[src/rtl/asic_function_batch_interface.sv]
// SPI DAC write, LDAC strobe, settle wait, ADC conversion and handshaked result, one request at a time.
// Define ASIC_FUNC_AVG_EN to average 2^AVG_LOG2 conversions per request (truncating mean).
module asic_function_batch_interface #(
  parameter int DATA_WIDTH    = 16,
  parameter int NUM_CHANNELS  = 4,
  parameter int SCLK_DIV      = 4,
  parameter int SETTLE_CYCLES = 100,
  parameter int AVG_LOG2      = 2,
  localparam int CH_W = (NUM_CHANNELS > 1) ? $clog2(NUM_CHANNELS) : 1
) (
  input  logic                  clk,
  input  logic                  rst,
  input  logic                  in_valid,
  output logic                  in_ready,
  input  logic [DATA_WIDTH-1:0] in_data,
  input  logic [CH_W-1:0]       in_channel,
  output logic                  out_valid,
  input  logic                  out_ready,
  output logic [DATA_WIDTH-1:0] out_data,
  output logic [CH_W-1:0]       out_channel,
  output logic                  adc_start,
  input  logic                  adc_valid,
  input  logic [DATA_WIDTH-1:0] adc_data,
  output logic                  dac_cs_n,
  output logic                  dac_ldac_n,
  output logic                  dac_din,
  output logic                  dac_sclk,
  output logic                  busy
);
  localparam int CNT_MAX = (SCLK_DIV > SETTLE_CYCLES) ? SCLK_DIV : SETTLE_CYCLES;
  localparam int CNT_W   = $clog2(CNT_MAX + 1);
  localparam logic [CNT_W-1:0] HALF_LAST   = CNT_W'(SCLK_DIV - 1);
  localparam logic [CNT_W-1:0] SETTLE_LAST = CNT_W'(SETTLE_CYCLES - 1);
  localparam logic [4:0]       LAST_BIT    = 5'd23;

  typedef enum logic [2:0] {IDLE, SHIFT, LOAD, SETTLE, CONVERT, OUTPUT} state_t;

  state_t                state_q;
  logic                  in_ready_q;
  logic                  cs_n_q;
  logic                  ldac_n_q;
  logic                  sclk_q;
  logic                  din_q;
  logic                  adc_start_q;
  logic                  out_valid_q;
  logic [DATA_WIDTH-1:0] out_data_q;
  logic [CH_W-1:0]       out_channel_q;
  logic [CH_W-1:0]       chan_q;
  logic [23:0]           shreg_q;
  logic [CNT_W-1:0]      cnt_q;
  logic [4:0]            bit_q;

  logic [15:0]           code_d;
  logic [23:0]           frame_d;

  // Command nibble 0011, channel nibble, then the code left-justified into 16 bits.
  assign code_d  = 16'(in_data) << (16 - DATA_WIDTH);
  assign frame_d = {4'b0011, 4'(in_channel), code_d};

`ifdef ASIC_FUNC_AVG_EN
  localparam int ACC_W  = DATA_WIDTH + AVG_LOG2;
  localparam int CONV_W = AVG_LOG2 + 1;
  localparam logic [CONV_W-1:0] CONV_LAST = CONV_W'((1 << AVG_LOG2) - 1);

  logic [ACC_W-1:0]  acc_q;
  logic [ACC_W-1:0]  acc_d;
  logic [CONV_W-1:0] conv_q;

  function automatic logic [DATA_WIDTH-1:0] avg_trunc(input logic [ACC_W-1:0] sum);
    return sum[ACC_W-1:AVG_LOG2];
  endfunction

  assign acc_d = acc_q + ACC_W'(adc_data);
`endif

  always_ff @(posedge clk or posedge rst) begin
    if (rst) begin
      state_q       <= IDLE;
      in_ready_q    <= 1'b0;
      cs_n_q        <= 1'b1;
      ldac_n_q      <= 1'b1;
      sclk_q        <= 1'b0;
      din_q         <= 1'b0;
      adc_start_q   <= 1'b0;
      out_valid_q   <= 1'b0;
      out_data_q    <= '0;
      out_channel_q <= '0;
      chan_q        <= '0;
      shreg_q       <= '0;
      cnt_q         <= '0;
      bit_q         <= '0;
`ifdef ASIC_FUNC_AVG_EN
      acc_q         <= '0;
      conv_q        <= '0;
`endif
    end else begin
      adc_start_q <= 1'b0;
      case (state_q)
        IDLE: begin
          in_ready_q <= 1'b1;
          if (in_valid && in_ready_q) begin
            in_ready_q <= 1'b0;
            chan_q     <= in_channel;
            din_q      <= frame_d[23];
            shreg_q    <= {frame_d[22:0], 1'b0};
            cs_n_q     <= 1'b0;
            sclk_q     <= 1'b0;
            cnt_q      <= '0;
            bit_q      <= '0;
            state_q    <= SHIFT;
          end
        end
        SHIFT: begin
          // dac_din changes only on the falling half so it is stable around each rising edge.
          if (cnt_q == HALF_LAST) begin
            cnt_q <= '0;
            if (!sclk_q) begin
              sclk_q <= 1'b1;
            end else begin
              sclk_q <= 1'b0;
              if (bit_q == LAST_BIT) begin
                cs_n_q   <= 1'b1;
                ldac_n_q <= 1'b0;
                din_q    <= 1'b0;
                state_q  <= LOAD;
              end else begin
                bit_q   <= bit_q + 5'd1;
                din_q   <= shreg_q[23];
                shreg_q <= {shreg_q[22:0], 1'b0};
              end
            end
          end else begin
            cnt_q <= cnt_q + CNT_W'(1);
          end
        end
        LOAD: begin
          if (cnt_q == HALF_LAST) begin
            cnt_q    <= '0;
            ldac_n_q <= 1'b1;
            state_q  <= SETTLE;
          end else begin
            cnt_q <= cnt_q + CNT_W'(1);
          end
        end
        SETTLE: begin
          if (cnt_q == SETTLE_LAST) begin
            cnt_q       <= '0;
            adc_start_q <= 1'b1;
            state_q     <= CONVERT;
          end else begin
            cnt_q <= cnt_q + CNT_W'(1);
          end
        end
        CONVERT: begin
          if (adc_valid) begin
`ifdef ASIC_FUNC_AVG_EN
            if (conv_q == CONV_LAST) begin
              acc_q         <= '0;
              conv_q        <= '0;
              out_data_q    <= avg_trunc(acc_d);
              out_channel_q <= chan_q;
              out_valid_q   <= 1'b1;
              state_q       <= OUTPUT;
            end else begin
              acc_q       <= acc_d;
              conv_q      <= conv_q + CONV_W'(1);
              adc_start_q <= 1'b1;
            end
`else
            out_data_q    <= adc_data;
            out_channel_q <= chan_q;
            out_valid_q   <= 1'b1;
            state_q       <= OUTPUT;
`endif
          end
        end
        OUTPUT: begin
          if (out_ready) begin
            out_valid_q <= 1'b0;
            in_ready_q  <= 1'b1;
            state_q     <= IDLE;
          end
        end
        default: state_q <= IDLE;
      endcase
    end
  end

  assign in_ready    = in_ready_q;
  assign out_valid   = out_valid_q;
  assign out_data    = out_data_q;
  assign out_channel = out_channel_q;
  assign adc_start   = adc_start_q;
  assign dac_cs_n    = cs_n_q;
  assign dac_ldac_n  = ldac_n_q;
  assign dac_din     = din_q;
  assign dac_sclk    = sclk_q;
  assign busy        = (state_q != IDLE);

endmodule

[config.mk]
export PLATFORM = sky130hd
export DESIGN_NAME = asic_function_batch_interface
export DESIGN_NICKNAME = d
export VERILOG_FILES = /design/src/rtl/asic_function_batch_interface.sv
export SDC_FILE = /design/constraint.sdc
export NUM_CORES = 1
export LEC_CHECK = 0
export ABC_AREA = 1
export BUFFER_PORTS_ARGS = -buffer_cell sky130_fd_sc_hd__buf_2
export CAP_MARGIN = 0
export CORE_MARGIN = 4
export CORE_UTILIZATION = 55
export CTS_CLUSTER_DIAMETER = 80
export DETAILED_ROUTE_END_ITERATION = 6
export PLACE_DENSITY = 0.8
export SKIP_LAST_GASP = 1
export SLEW_MARGIN = 10
export SYNTH_ARGS = -nofsm -noshare
export SYNTH_HDL_FRONTEND = slang
export SYNTH_SLANG_ARGS = --single-unit
[constraint.sdc]
create_clock -name clk -period 2.6 [get_ports clk]
set_input_delay 0.39 -clock clk [delete_from_list [all_inputs] [get_ports clk]]
set_output_delay 0.39 -clock clk [all_outputs]
set_load 0.01 [all_outputs]
==> impl_metrics.sql, run 1 <==
INSERT INTO impl_metrics (metric_group, metric, value, unit) VALUES
('timing', 'totalNegativeSetupSlack', '0', 'ns'),
('synthesis', 'post_synth_instance_area', '3251', 'um2'),
('timing', 'timing.final.setup_violations', '0', ''),
('grt', 'grt_first_pass_wirelength', '10.45', 'mm'),
('worst_hold_path', 'min_from', 'adc_data[5]', ''),
('worst_hold_path', 'min_path_cells', '2', ''),
('grt', 'grt.overflow.total', '0', ''),
('place', 'place.port_buffers', '64', ''),
('clock_network', 'cts_htree_levels', '3', ''),
('synthesis', 'synthesis.nets', '373', ''),
('critical_path', 'critical_path.endpoint_type', 'flop', ''),
('place', 'dpl.cell_count', '460', ''),
('grt', 'grt.met2_usage', '29.96', '%'),
('critical_path', 'timing.critical_path.fanout_max', '25', ''),
('power', 'p_sw_share', '43.11', '%'),
('synthesis', 'ys_top_cells_by_area', 'dfrtp_1, o21ai_2, nand2_1', ''),
('power', 'irDropWorstVdd', '798.7', 'uV'),
('clock_network', 'cts_tree', 'built', ''),
('floorplanning', 'die_width', '84.88', 'um'),
('timing', 'whs', '0.2670', 'ns'),
('clock_network', 'worst_skew_pair.late_latency', '0.34', 'ns'),
('clock_network', 'tritoncts.num_buffers', '9', ''),
('routing', 'dr_total_vias', '2419', ''),
('timing', 'final_period_minus_worst_setup_slack', '1.942', 'ns'),
('synthesis', 'yosys_register_bits', '65', ''),
('power', 'static-leakage-power', '1.937', 'nW'),
('critical_path', 'worstReg2RegStart', 'state_q[2]', ''),
('synthesis', 'synth-seq-area-share', '50.12', '%'),
('synthesis', 'post-synth-top-area-cell', 'dfrtp_1', ''),
('critical_path', 'timing.rr.end', 'shreg_q[7]', ''),
('critical_path', 'startpoint', 'state_q[2]', ''),
('synthesis', 'synthArstFlopShare', '100.0', '%'),
('timing', 'max_clock_freq', '514.9', 'MHz'),
('grt', 'grt_util_all_layers', '18.03', '%'),
('timing', 'final-hold-violation-count', '0', ''),
('power', 'p_int', '0.002776', 'W'),
('routing', 'drt.antenna.violating_nets', '0', ''),
('floorplanning', 'dieArea', '7204', 'um2'),
('synthesis', 'yosys_warnings', '0', ''),
('critical_path', 'setup.worst_path.end', 'shreg_q[7]', ''),
('critical_path', 'worst_ep_required_time', '2.82', 'ns'),
('grt', 'use_met1', '21.76', '%'),
('floorplanning', 'initial_core_util', '57.97', '%'),
('synthesis', 'netlist_instances', '332', ''),
('power', 'seq_power_share', '34.5', '%'),
('grt', 'gr_layer_usage_met3', '6.311', '%'),
('floorplanning', 'core.rowCount', '27', ''),
('routing', 'detailedRoute.firstIterationViolations', '93', ''),
('critical_path', 'timing.reg2reg.worst_path_depth', '9', ''),
('timing', 'worst-slew-pin-transition', '0.4391', 'ns'),
('routing', 'detail_route.first_pass.iterations', '4', ''),
('clock_network', 'cts-root-buf', 'clkbuf_8', ''),
('power', 'net-switching-power', '0.002104', 'W'),
('synthesis', 'synth-main-ff-cell', 'dfrtp_1', ''),
('place', 'gp_routability_congestion', '0.8333', ''),
('clock_network', 'max-clock-path-buffers', '2', ''),
('grt', 'grt_pass1_vias', '2368', ''),
('floorplanning', 'die_height', '84.88', 'um'),
('outcome', 'status', 'finished, final reports clean', ''),
('critical_path', 'path_class', 'flop to flop', ''),
('clock_network', 'cts-resized-gates', '0', ''),
('synthesis', 'syn_area_per_cell', '9.791', 'um2'),
('synthesis', 'synth.cells.most_frequent', 'dfrtp_1, nand2_1, o21ai_2', ''),
('timing', 'final_min_period_over_clock_period', '74.70', '%'),
('synthesis', 'number_of_different_library_cells_in_the_post_synthesis_netlist', '36', ''),
('clock_network', 'clock-sinks', '65', ''),
('critical_path', 'reg2reg_setup_slack', '0.66', 'ns'),
('synthesis', 'synth_edf_count', '0', ''),
('synthesis', 'netlist.area_leader.share', '48.50', '%'),
('grt', 'global_route.peak_usage_layer', 'met2', ''),
('floorplanning', 'design.portCount', '65', '');
## stage by stage
step                      total power, W  cell area, um2
after CTS                       0.004945            3801
final                           0.004880            3801
after global placement          0.004080            3617
after floorplan                 0.003733            3251
after global routing            0.005290            3801
after detailed placement        0.004172            3617
## cells by family (layout without fill, tap and decap cells)
| group | Yosys count | in the layout | synth area share (%) |
|---|---|---|---|
| AOI/OAI and AO/OA | 57 | 57 | 12.24 |
| xor gates and xnor gates | 6 | 6 | 1.617 |
| adders and majority gates | 2 | 2 | 0.7697 |
| buffers and inverters | 37 | 110 | 6.158 |
| DFF | 65 | 65 | 50.12 |
| muxes | 17 | 17 | 5.889 |
| and+or+nand+nor | 148 | 148 | 23.21 |
## power groups by stage
stage	clock network [W]	registers, W	logic, W
2_1_floorplan	0	0.00170	0.00204
3_3_place_gp	0	0.00169	0.00239
3_5_place_dp	0	0.00170	0.00247
4_1_cts	0.000783	0.00169	0.00247
5_1_grt	0.000827	0.00174	0.00272
6_report	0.000759	0.00169	0.00244
## final cells by class
cell class	instances	area (um2)
fillers	460	1807
flip-flops and latches	65	1629
multi-input cells	230	1421
repair buffers	70	392.9
clock buffers	13	158.9
inverters	24	93.84
well taps	72	90.09
clock inverters	3	15.01
## metal layers
layer	wire length [um]	vias to the layer above
met5	0	-
met4	83	0
met3	351	10
met2	3002	61
met1	2601	1130
li1	-	1218
## worst max-delay path, stage by stage (launching register included)
cell and delay [ns]:
dfrtp_1 0.48, clkinv_2 0.15, nand3_4 0.09, inv_4 0.21, nand2_4 0.07, nand2_2 0.08, nand3_4 0.31, buf_4 0.32
nand2_2 0.07, o21ai_2 0.04
## flip-flops by register name, summed over array words and instances (netlist names)
signal / flops
shreg_q: 23
out_data: 16
cnt_q: 7
bit_q: 5
state_q: 3
chan_q: 2
out_channel: 2
adc_start: 1
dac_cs_n: 1
dac_din: 1
dac_ldac_n: 1
dac_sclk: 1
in_ready: 1
out_valid: 1
## worst min path at each step
stage	end	slack (ns)
2_1_floorplan	chan_q[0]	0.45
3_3_place_gp	out_data[14]	0.37
3_5_place_dp	out_data[5]	0.37
4_1_cts	out_data[5]	0.25
5_1_grt	out_data[5]	0.26
6_report	out_data[5]	0.27
## what timing repair did
item	CTS	global route
hold buffers	1	0
endpoints found under the setup margin	0	0
hold endpoints to repair	9	0
setup buffers	0	0
## layout by cell type, fill, tap and decap left out, types with 2 or more instances in the layout
master | netlist | routed
buf_2 | 3 | 64
dfrtp_1 | 63 | 63
nand2_1 | 57 | 57
o21ai_2 | 27 | 27
nand2_2 | 25 | 25
o21ai_0 | 22 | 22
nor2_1 | 20 | 20
inv_1 | 20 | 19
or2_2 | 17 | 17
nand3_1 | 12 | 12
clkbuf_8 | 0 | 11
mux2_2 | 9 | 9
mux2_1 | 8 | 8
xor2_1 | 6 | 6
nand4_1 | 5 | 5
clkinv_2 | 1 | 4
a21oi_1 | 3 | 3
inv_2 | 2 | 3
nor3_1 | 3 | 3
o21a_1 | 3 | 3
buf_4 | 1 | 3
nand3_4 | 2 | 2
nor2_2 | 2 | 2
ha_1 | 2 | 2
clkbuf_1 | 2 | 2
dfstp_2 | 2 | 2
buf_12 | 0 | 2
(Power assumes the default switching activity.)
==> run 2, diff against run 1 <==
==> constraint.sdc (replaced) <==
create_clock -name clk -period 1.85 [get_ports clk]
set_input_delay 0.2775 -clock clk [delete_from_list [all_inputs] [get_ports clk]]
set_output_delay 0.2775 -clock clk [all_outputs]
set_load 0.01 [all_outputs]
==> impl_metrics.sql, run 2 (synthesis results as in run 1) <==
INSERT INTO impl_metrics (metric_group, metric, value, unit) VALUES
('timing', 'final_period_minus_worst_setup_slack', '1.713', 'ns'),
('layout', 'final_cell_mix', 'buf_2, dfrtp_1, nand2_1', ''),
('routing', 'detailedRoute.firstIterationViolations', '145', ''),
('power', 'irDropWorstVdd', '1175', 'uV'),
('clock_network', 'cts_tree', 'built', ''),
('layout', 'commonest_non_fill_non_tap_cell_in_the_layout', 'buf_2', ''),
('clock_network', 'postCtsSetupBuffers', '0', ''),
('timing', 'report.final.slew_viol_count', '0', ''),
('routing', 'dr_total_vias', '2436', ''),
('timing', 'slew-limit-headroom', '73.71', '%'),
('critical_path', 'critical_path.endpoint_type', 'output pin', ''),
('power', 'p_sw_share', '42.29', '%'),
('routing', 'detail_route.first_pass.iterations', '4', ''),
('timing', 'max_clock_freq', '583.9', 'MHz'),
('critical_path', 'worst_ep_required_time', '1.57', 'ns'),
('clock_network', 'cts-resized-gates', '0', ''),
('place', 'dpl.cell_count', '462', ''),
('floorplanning', 'die_height', '84.88', 'um'),
('grt', 'grt_util_all_layers', '19.67', '%'),
('place', 'place.port_buffers', '64', ''),
('timing', 'totalNegativeSetupSlack', '0', 'ns'),
('place', 'dpl.hpwl', '4.690', 'mm'),
('routing', 'wl_per_cell', '13.51', 'um'),
('critical_path', 'timing.reg2reg.worst_path_depth', '7', ''),
('critical_path', 'timing.critical_path.fanout_max', '9', ''),
('clock_network', 'max-clock-path-buffers', '2', ''),
('clock_network', 'clock-sinks', '65', ''),
('clock_network', 'clk_pin_slew_worst_paths', '0.07', 'ns'),
('floorplanning', 'die_width', '84.88', 'um'),
('clock_network', 'cts-root-buf', 'clkbuf_8', ''),
('flow_run', 'max_cap_violation_count', '0', ''),
('clock_network', 'tritoncts.num_buffers', '9', ''),
('worst_hold_path', 'hold_path_class', 'input port to async pin', ''),
('place', 'gp_routability_congestion', '0.8965', ''),
('layout', 'finalNonFillerCells', '478', ''),
('critical_path', 'crit_path_start_kind', 'flop', ''),
('layout', 'final_nets', '442', ''),
('critical_path', 'path_class', 'flop to output pin', ''),
('floorplanning', 'design.portCount', '65', ''),
('critical_path', 'startpoint', 'state_q[0]', ''),
('power', 'power_frac_comb', '49.7', '%'),
('critical_path', 'timing.rr.end', 'cnt_q[5]', ''),
('timing', 'final-hold-violation-count', '0', ''),
('grt', 'grt.overflow.total', '0', ''),
('layout', 'largest_register_ff_count', '23', ''),
('grt', 'initial_antenna_violation_count', '0', ''),
('floorplanning', 'core_area', '5608', 'um2'),
('power', 'static-leakage-power', '1.953', 'nW'),
('grt', 'grt_pass1_vias', '2523', ''),
('timing', 'worst-slew-pin-transition', '0.3943', 'ns'),
('power', 'clkPwrFrac', '17.0', '%'),
('power', 'p_int', '0.004130', 'W'),
('routing', 'vias_per_cell', '5.096', ''),
('routing', 'finalWirelength', '6.457', 'mm'),
('routing', 'remaining_drc_errors', '0', ''),
('floorplanning', 'initial_core_util', '57.97', '%'),
('timing', 'timing.final.setup_violations', '0', ''),
('layout', 'post_route_cells_drive_above_1_share', '44.09', '%'),
('floorplanning', 'core.rowCount', '27', ''),
('timing', 'final_min_period_over_clock_period', '92.57', '%'),
('layout', 'areaGrowthSynthToFinish', '18.59', '%'),
('clock_network', 'cts_htree_levels', '3', ''),
('power', 'power.density_cell_area', '1856', 'nW/um2'),
('power', 'seq_power_share', '33.2', '%'),
('timing', 'worst_clock_skew', '0.01350', 'ns'),
('routing', 'drt.antenna.violating_nets', '0', ''),
('layout', 'antennaDiodeCount', '0', ''),
('floorplanning', 'dieArea', '7204', 'um2'),
('grt', 'grt_max_degree', '66', ''),
('clock_network', 'hold_buffer_count_at_cts', '0', ''),
('grt', 'grt_first_pass_wirelength', '11.44', 'mm'),
('layout', 'layout.filler_cells', '454', ''),
('timing', 'grt_setup_unrepaired', 'no', ''),
('critical_path', 'worstReg2RegStart', 'state_q[2]', ''),
('outcome', 'status', 'finished, final reports clean', ''),
('critical_path', 'cp_data_arrival_time', '1.44', 'ns'),
('layout', 'regMostFlops', 'shreg_q', ''),
('clock_network', 'worst_skew_pair.late_latency', '0.34', 'ns'),
('power', 'net-switching-power', '0.003026', 'W'),
('critical_path', 'setup.worst_path.end', 'busy', ''),
('critical_path', 'reg2reg_setup_slack', '0.18', 'ns');
==> run 2: critical path, cell delays in order (launching register included) <==
cell	delay (ns)
dfrtp_1	0.52
nor2_4	0.22
nand2_1	0.17
buf_2	0.18
==> run 2: worst min path at each step <==
stage | slack [ns] | to | cells after the start | from
floorplan | 0.41 | adc_start | 1 | rst
global placement | 0.40 | cnt_q[0] | 3 | rst
detailed placement | 0.39 | cnt_q[0] | 3 | rst
CTS | 0.02 | cnt_q[0] | 3 | rst
global route | 0.02 | cnt_q[0] | 3 | rst
finish | 0.01 | cnt_q[0] | 3 | rst
==> run 2: per-stage QoR <==
stage	setup slack (ns)	util (%)	hold slack [ns]	instance area, um2	total power (W)
after floorplan	0.3751	-	0.4092	3254	0.005247
after global placement	0.2483	65.06	0.3961	3649	0.005858
after detailed placement	0.2070	65.06	0.3940	3649	0.005999
after CTS	0.1373	68.74	0.02233	3855	0.007237
after global routing	0.03362	68.74	0.02081	3855	0.007750
final	0.1374	68.74	0.009693	3855	0.007156
==> run 2: layout make-up <==
class | count | area [um2] | share of cell area (%)
Clock buffer | 12 | 155.1 | 4.025
Clock inverter | 4 | 51.30 | 1.331
Inverter | 24 | 97.59 | 2.532
Multi-Input combinational cell | 230 | 1421 | 36.87
Sequential cell | 65 | 1629 | 42.26
Tap cell | 72 | 90.09 | 2.337
Timing Repair Buffer | 71 | 410.4 | 10.65
==> run 2: per-layer routing <==
metal	global-route usage, %	wire length [um]	up-vias
met2	32.74	3215	72
met4	7.338	103	0
met3	5.534	403	13
met1	24.46	2734	1132
met5	0	0	-
li1	-	-	1219
==> run 2: power groups by stage <==
stage                     clock, W  sequential (W)  combinational (W)
after floorplan                  0         0.00239            0.00286
after global placement           0         0.00237            0.00349
after detailed placement         0         0.00239            0.00360
after CTS                  0.00125         0.00237            0.00362
after global routing       0.00132         0.00245            0.00398
final                      0.00122         0.00238            0.00356
